--- src/rtl/pll_sweep_ctrl.sv ---
// PLL frequency-table sweep sequencer: walks M/K/C0 entries and reprograms an
// Altera-style PLL reconfig core over Avalon-MM, with a BCD minutes timer.
module pll_sweep_ctrl #(
    parameter int unsigned ENTRIES    = 38,
    parameter int unsigned IDX_W      = 6,
    parameter int unsigned CLK_HZ     = 50000000,
    parameter int unsigned BCD_DIGITS = 4,
    parameter int unsigned GAP_CYC    = 7,
    parameter int unsigned RST_CYC    = 8,
    parameter int unsigned LOCK_TO    = 5000000
) (
    input  logic                    clk,
    input  logic                    rst_n,
    input  logic                    cmd_up,
    input  logic                    cmd_down,
    input  logic                    cmd_retune,
    input  logic                    cmd_auto,
    input  logic                    step_ok,
    input  logic                    locked,
    output logic [IDX_W-1:0]        tbl_idx,
    input  logic [31:0]             tbl_m,
    input  logic [31:0]             tbl_k,
    input  logic [31:0]             tbl_c,
    output logic [5:0]              mgmt_address,
    output logic [31:0]             mgmt_writedata,
    output logic                    mgmt_write,
    input  logic                    mgmt_waitrequest,
    output logic                    pll_reset,
    output logic                    busy,
    output logic                    auto_mode,
    output logic                    lock_err,
    output logic [4*BCD_DIGITS-1:0] minutes,
    output logic                    sec_tick
);

    localparam logic [IDX_W-1:0] LAST = IDX_W'(ENTRIES - 1);

    typedef enum logic [2:0] {S_IDLE, S_LOAD, S_WR, S_GAP, S_RST, S_LOCKWAIT} state_t;

    state_t                  state, state_next;
    logic [IDX_W-1:0]        idx, idx_next;
    logic                    auto_q, auto_next, accept, pend;
    logic [2:0]              wr_n;
    logic [31:0]             cnt, m_q, k_q, c_q, div_q;
    logic                    lock_s1, lock_s2, lock_err_q, tick_q;
    logic [5:0]              sec_q;
    logic [4*BCD_DIGITS-1:0] min_q, min_inc;
    logic                    carry;

    always_comb begin
        accept    = 1'b0;
        idx_next  = idx;
        auto_next = auto_q;
        if (cmd_auto) begin
            accept    = 1'b1;
            idx_next  = '0;
            auto_next = 1'b1;
        end else if (cmd_retune) begin
            accept    = 1'b1;
            auto_next = 1'b0;
        end else if (cmd_up) begin
            if (idx != LAST) begin
                accept    = 1'b1;
                idx_next  = idx + 1'b1;
                auto_next = 1'b0;
            end
        end else if (cmd_down) begin
            if (idx != '0) begin
                accept    = 1'b1;
                idx_next  = idx - 1'b1;
                auto_next = 1'b0;
            end
        end else if (step_ok && auto_q && state == S_IDLE && idx != LAST) begin
            accept   = 1'b1;
            idx_next = idx + 1'b1;
        end
    end

    always_ff @(posedge clk or negedge rst_n) begin
        if (!rst_n) state <= S_IDLE;
        else        state <= state_next;
    end

    // A restart request waits in pend while a write is stalled by waitrequest.
    always_comb begin
        state_next = state;
        if ((accept || pend) && !(state == S_WR && mgmt_waitrequest)) begin
            state_next = S_LOAD;
        end else begin
            case (state)
                S_IDLE:     state_next = S_IDLE;
                S_LOAD:     state_next = S_WR;
                S_WR:       if (!mgmt_waitrequest) state_next = S_GAP;
                S_GAP:      if (cnt == GAP_CYC - 1) state_next = (wr_n == 3'd7) ? S_RST : S_WR;
                S_RST:      if (cnt == RST_CYC - 1) state_next = S_LOCKWAIT;
                S_LOCKWAIT: if (lock_s2 || cnt == LOCK_TO - 1) state_next = S_IDLE;
                default:    state_next = S_IDLE;
            endcase
        end
    end

    always_comb begin
        busy           = (state != S_IDLE);
        pll_reset      = (state == S_RST);
        mgmt_write     = 1'b0;
        mgmt_address   = '0;
        mgmt_writedata = '0;
        if (state == S_WR) begin
            mgmt_write = 1'b1;
            case (wr_n)
                3'd0:    begin mgmt_address = 6'd0; mgmt_writedata = '0;           end
                3'd1:    begin mgmt_address = 6'd4; mgmt_writedata = m_q;          end
                3'd2:    begin mgmt_address = 6'd7; mgmt_writedata = k_q;          end
                3'd3:    begin mgmt_address = 6'd3; mgmt_writedata = 32'h0001_0000; end
                3'd4:    begin mgmt_address = 6'd5; mgmt_writedata = c_q;          end
                3'd5:    begin mgmt_address = 6'd9; mgmt_writedata = 32'd1;        end
                3'd6:    begin mgmt_address = 6'd8; mgmt_writedata = 32'd7;        end
                default: begin mgmt_address = 6'd2; mgmt_writedata = '0;           end
            endcase
        end
    end

    always_ff @(posedge clk or negedge rst_n) begin
        if (!rst_n) begin
            idx        <= '0;
            auto_q     <= 1'b0;
            pend       <= 1'b0;
            cnt        <= '0;
            wr_n       <= '0;
            m_q        <= '0;
            k_q        <= '0;
            c_q        <= '0;
            lock_s1    <= 1'b0;
            lock_s2    <= 1'b0;
            lock_err_q <= 1'b0;
        end else begin
            idx     <= idx_next;
            auto_q  <= auto_next;
            lock_s1 <= locked;
            lock_s2 <= lock_s1;
            if (state_next == S_LOAD) pend <= 1'b0;
            else if (accept)          pend <= 1'b1;
            if (state_next != state || state == S_IDLE) cnt <= '0;
            else                                        cnt <= cnt + 32'd1;
            if (state_next == S_LOAD)                       wr_n <= '0;
            else if (state == S_GAP && state_next == S_WR) wr_n <= wr_n + 3'd1;
            if (state == S_LOAD) begin
                m_q <= tbl_m;
                k_q <= tbl_k;
                c_q <= tbl_c;
            end
            if (state_next == S_LOAD)
                lock_err_q <= 1'b0;
            else if (state == S_LOCKWAIT && !lock_s2 && cnt == LOCK_TO - 1)
                lock_err_q <= 1'b1;
        end
    end

    always_comb begin
        min_inc = min_q;
        carry   = 1'b1;
        for (int unsigned d = 0; d < BCD_DIGITS; d++) begin
            if (carry) begin
                if (min_q[4*d +: 4] == 4'd9) begin
                    min_inc[4*d +: 4] = 4'd0;
                end else begin
                    min_inc[4*d +: 4] = min_q[4*d +: 4] + 4'd1;
                    carry             = 1'b0;
                end
            end
        end
    end

    // The timer restarts from zero whenever a sequence is running.
    always_ff @(posedge clk or negedge rst_n) begin
        if (!rst_n) begin
            div_q  <= '0;
            sec_q  <= '0;
            min_q  <= '0;
            tick_q <= 1'b0;
        end else if (state != S_IDLE) begin
            div_q  <= '0;
            sec_q  <= '0;
            min_q  <= '0;
            tick_q <= 1'b0;
        end else begin
            tick_q <= 1'b0;
            if (div_q == CLK_HZ - 1) begin
                div_q  <= '0;
                tick_q <= 1'b1;
                if (sec_q == 6'd59) begin
                    sec_q <= '0;
                    min_q <= min_inc;
                end else begin
                    sec_q <= sec_q + 6'd1;
                end
            end else begin
                div_q <= div_q + 32'd1;
            end
        end
    end

    assign tbl_idx   = idx;
    assign auto_mode = auto_q;
    assign lock_err  = lock_err_q;
    assign minutes   = min_q;
    assign sec_tick  = tick_q;

endmodule
--- config.mk ---
export PLATFORM = sky130hd
export DESIGN_NAME = pll_sweep_ctrl
export DESIGN_NICKNAME = d
export VERILOG_FILES = /design/src/rtl/pll_sweep_ctrl.sv
export SDC_FILE = /design/constraint.sdc
export NUM_CORES = 1
export LEC_CHECK = 0
export ABC_AREA = 1
export CORE_ASPECT_RATIO = 1.75
export CORE_UTILIZATION = 27
export DETAILED_ROUTE_END_ITERATION = 8
export GPL_TIMING_DRIVEN = 0
export SYNTH_ARGS = -nofsm -noshare
export SYNTH_HDL_FRONTEND = slang
export SYNTH_SLANG_ARGS = --single-unit
export TNS_END_PERCENT = 30
--- constraint.sdc ---
create_clock -name clk -period 2.37 [get_ports clk]
set_input_delay 0.5925 -clock clk [delete_from_list [all_inputs] [get_ports clk]]
set_output_delay 0.5925 -clock clk [all_outputs]
set_load 0.02 [all_outputs]
==> impl_metrics.sql <==
INSERT INTO impl_metrics (metric_group, metric, value, unit) VALUES
('outcome', 'status', 'complete, but fails checks', ''),
('outcome', 'violated_checks', 'negative setup slack', ''),
('pwr', 'power_per_cell_area', '574', 'nW/µm²'),
('global_routing', 'first_global_vias', '9562', ''),
('detailed_routing', 'route.vias.total', '9016', ''),
('global_routing', 'globalRouteOverflowTotal', '0', ''),
('floorplan', 'chipHeight', '267', 'µm'),
('pwr', 'power.ir.vdd_worst', '554', 'µV'),
('run', 'drv.max_cap_violation_count', '0', ''),
('placed_design', 'post-place-ws', '-0.855', 'ns'),
('sta', 'unrepaired_setup_endpoints_after_global_routing', 'yes', ''),
('sta', 'relSlewSlack', '0.517', ''),
('yosys', 'synth_enable_flop_cells', '0', ''),
('final_layout', 'stdcell_count', '1924', ''),
('final_layout', 'finalInstanceArea', '15000', 'µm²'),
('sta', 'finalWorstSetupSlack', '-0.331', 'ns'),
('global_routing', 'antenna_violations_before_repair', '0', ''),
('final_layout', 'final_layout_size_suffix_gt1_frac', '0.294', ''),
('pwr', 'cell_internal_pwr', '6.19', 'mW'),
('clock_network', 'cts_htree_levels', '4', ''),
('setup_path', 'critPathArrivalTime', '2.11', 'ns'),
('detailed_routing', 'first_drt_iteration_drcs', '407', ''),
('setup_path', 'cp-start-kind', 'register', ''),
('setup_path', 'crit_path_start', 'wr_n[1]', ''),
('pwr', 'leakage_power_total', '6.70', 'nW'),
('yosys', 'synth_xor_xnor_area_share', '0.0347', ''),
('sta', 'timing.hold.ws', '0.123', 'ns'),
('detailed_routing', 'antenna_violating_nets_remaining', '0', ''),
('clock_network', 'cts.path.max_buffers', '2', ''),
('floorplan', 'floorplan.io_pins', '171', ''),
('clock_network', 'tritoncts.num_buffers', '17', ''),
('floorplan', 'die_width', '154', 'µm'),
('floorplan', 'core_area', '39400', 'µm²'),
('pwr', 'clock_power_share', '0.366', ''),
('global_routing', 'grt_first_pass_wirelength', '50.0', 'mm'),
('final_layout', 'final_net_count', '1548', ''),
('setup_path', 'critPathCaptureType', 'primary output', ''),
('yosys', 'area_fraction_in_compound_gates_after_synthesis', '0.0457', ''),
('global_routing', 'grt_use_total', '0.156', ''),
('yosys', 'yosys_warning_count', '0', ''),
('final_layout', 'antenna_cells', '0', ''),
('clock_network', 'tritoncts_clock_tree', 'built', ''),
('floorplan', 'initial_core_util', '0.275', ''),
('pwr', 'switching_share', '0.282', ''),
('final_layout', 'fillerInstances', '3868', ''),
('setup_path', 'cp_data_required_time', '1.78', 'ns'),
('setup_path', 'path_class', 'register to primary output', ''),
('detailed_routing', 'drt-total-wl', '31.4', 'mm'),
('yosys', 'synthFlopType', 'sky130_fd_sc_hd__dfrtp_1', ''),
('yosys', 'yosysSeqAreaShare', '0.461', ''),
('setup_path', 'timing.rr.start', 'state[1]', ''),
('sta', 'drv_slew', '0', ''),
('yosys', 'syn_avg_cell_area', '9.00', 'µm²'),
('final_layout', 'layout.cells.most_common', 'sky130_fd_sc_hd__dfrtp_1', ''),
('sta', 'time_the_final_worst_path_needs_with_i_o_delays_and_setup', '2.70', 'ns'),
('global_routing', 'pin_count_of_the_biggest_net_entering_global_routing', '118', ''),
('sta', 'report.final.hold_viol_count', '0', ''),
('final_layout', 'area_growth', '38.3', '%'),
('placed_design', 'place.gp.congestion', '0.838', ''),
('yosys', 'post_synth_inst_count', '1205', ''),
('yosys', 'synth.mux.area_fraction', '0.101', ''),
('pwr', 'total_power', '8.62', 'mW'),
('floorplan', 'dieArea', '41000', 'µm²'),
('sta', 'report.final.setup_viol', '35', ''),
('placed_design', 'port-buffer-count', '168', ''),
('placed_design', 'placedCellCount', '1865', ''),
('placed_design', 'place_hpwl', '21.9', 'mm'),
('sta', 'worst_clock_skew', '0.0108', 'ns'),
('hold_path', 'hold_class', 'primary input to asynchronous set/reset pin', ''),
('yosys', 'async_reset_ff_frac', '1.00', ''),
('yosys', 'synthAdderAreaFrac', '0.0254', '');
-- layout make-up --
cell class	count	area, µm²	area share
plain buffers	34	417	0.0278
multi-input cells	830	5710	0.380
repair buffers	197	2100	0.140
clock inverters	13	190	0.0127
clock buffers	19	433	0.0289
flip-flops and latches	200	5010	0.334
well taps	490	613	0.0409
inverters	141	537	0.0358
-- critical path: stages (launching register included) --
cell	delay (ns)
sky130_fd_sc_hd__dfrtp_1	0.41
sky130_fd_sc_hd__buf_6	0.14
sky130_fd_sc_hd__ha_4	0.15
sky130_fd_sc_hd__inv_2	0.06
sky130_fd_sc_hd__nor2_4	0.04
sky130_fd_sc_hd__buf_12	0.16
sky130_fd_sc_hd__nor2_4	0.15
sky130_fd_sc_hd__nand4_1	0.19
sky130_fd_sc_hd__a31oi_4	0.21
sky130_fd_sc_hd__buf_6	0.15
-- per-layer routing --
metal,vias up,track usage,part of all wire
li1,4339,-,-
met1,4429,0.152,0.36
met2,203,0.314,0.57
met3,45,0.0332,0.044
met4,0,0.0584,0.025
met5,-,0,0
-- flip-flops by register name (all words and copies together) (netlist names), 3 cells and up --
signal / count
div_q: 32
k_q: 32
minutes: 16
cnt: 32
m_q: 32
sec_q: 6
state: 3
c_q: 32
wr_n: 3
tbl_idx: 6
-- cell families after synthesis --
family | count (synthesis)
flops | 200
fa+ha+maj | 22
buf+inv | 176
simple gates | 579
mux | 98
xor+xnor | 43
other cells | 1
compound gates | 86
-- path summary, 6_finish.rpt --
path	to	slack [ns]	cells after the start
max in group asynchronous	div_q[16]	1.16	2
min in group clk	lock_s2	0.35	0
worst max register to register	div_q[25]	0.17	9
worst max-delay path	mgmt_address[1]	-0.33	9
worst min register to register	lock_s2	0.35	0
worst min-delay path	c_q[25]	0.12	1
-- Yosys cell counts (12+ instances only) --
| cell type | number | area share |
|---|---|---|
| sky130_fd_sc_hd__nor2_4 | 36 | 0.037 |
| sky130_fd_sc_hd__mux2_2 | 96 | 0.10 |
| sky130_fd_sc_hd__inv_1 | 129 | 0.045 |
| sky130_fd_sc_hd__nor3_1 | 29 | 0.013 |
| sky130_fd_sc_hd__nand4_1 | 26 | 0.015 |
| sky130_fd_sc_hd__dfrtp_1 | 200 | 0.46 |
| sky130_fd_sc_hd__nor2_1 | 113 | 0.039 |
| sky130_fd_sc_hd__nand3_1 | 72 | 0.033 |
| sky130_fd_sc_hd__a21oi_1 | 25 | 0.012 |
| sky130_fd_sc_hd__nor2_2 | 12 | 0.0069 |
| sky130_fd_sc_hd__ha_1 | 22 | 0.025 |
| sky130_fd_sc_hd__clkbuf_1 | 17 | 0.0059 |
| sky130_fd_sc_hd__nand2_1 | 251 | 0.087 |
| sky130_fd_sc_hd__xor2_1 | 35 | 0.028 |
| sky130_fd_sc_hd__o21ai_0 | 32 | 0.015 |
-- repair_timing --
item                                    CTS  global route
buffers inserted                         17             3
hold buffers                              0             0
endpoints found under the setup margin   44            76
pin swaps                                15            26
gates resized for setup                 353           107
hold endpoints to repair                  0             0
gates cloned                              8             0
-- power groups by stage --
| stage | clock, mW | sequential, mW | combinational, mW |
|---|---|---|---|
| finish | 3.15 | 3.92 | 1.54 |
| global placement | 0 | 3.94 | 1.50 |
| global route | 3.37 | 3.96 | 1.69 |
| floorplan | 0 | 3.96 | 0.908 |
| detailed placement | 0 | 3.95 | 1.54 |
| CTS | 3.24 | 3.90 | 1.56 |
-- stage by stage --
step / TNS (ns) / util
after floorplan: 0 / -
after global placement: -1659.68 / 0.334
after detailed placement: -38.13 / 0.335
after CTS: -5.87 / 0.370
after global routing: -9.81 / 0.381
final: -6.18 / 0.381
Note: power is estimated with default switching activity, not from simulation.
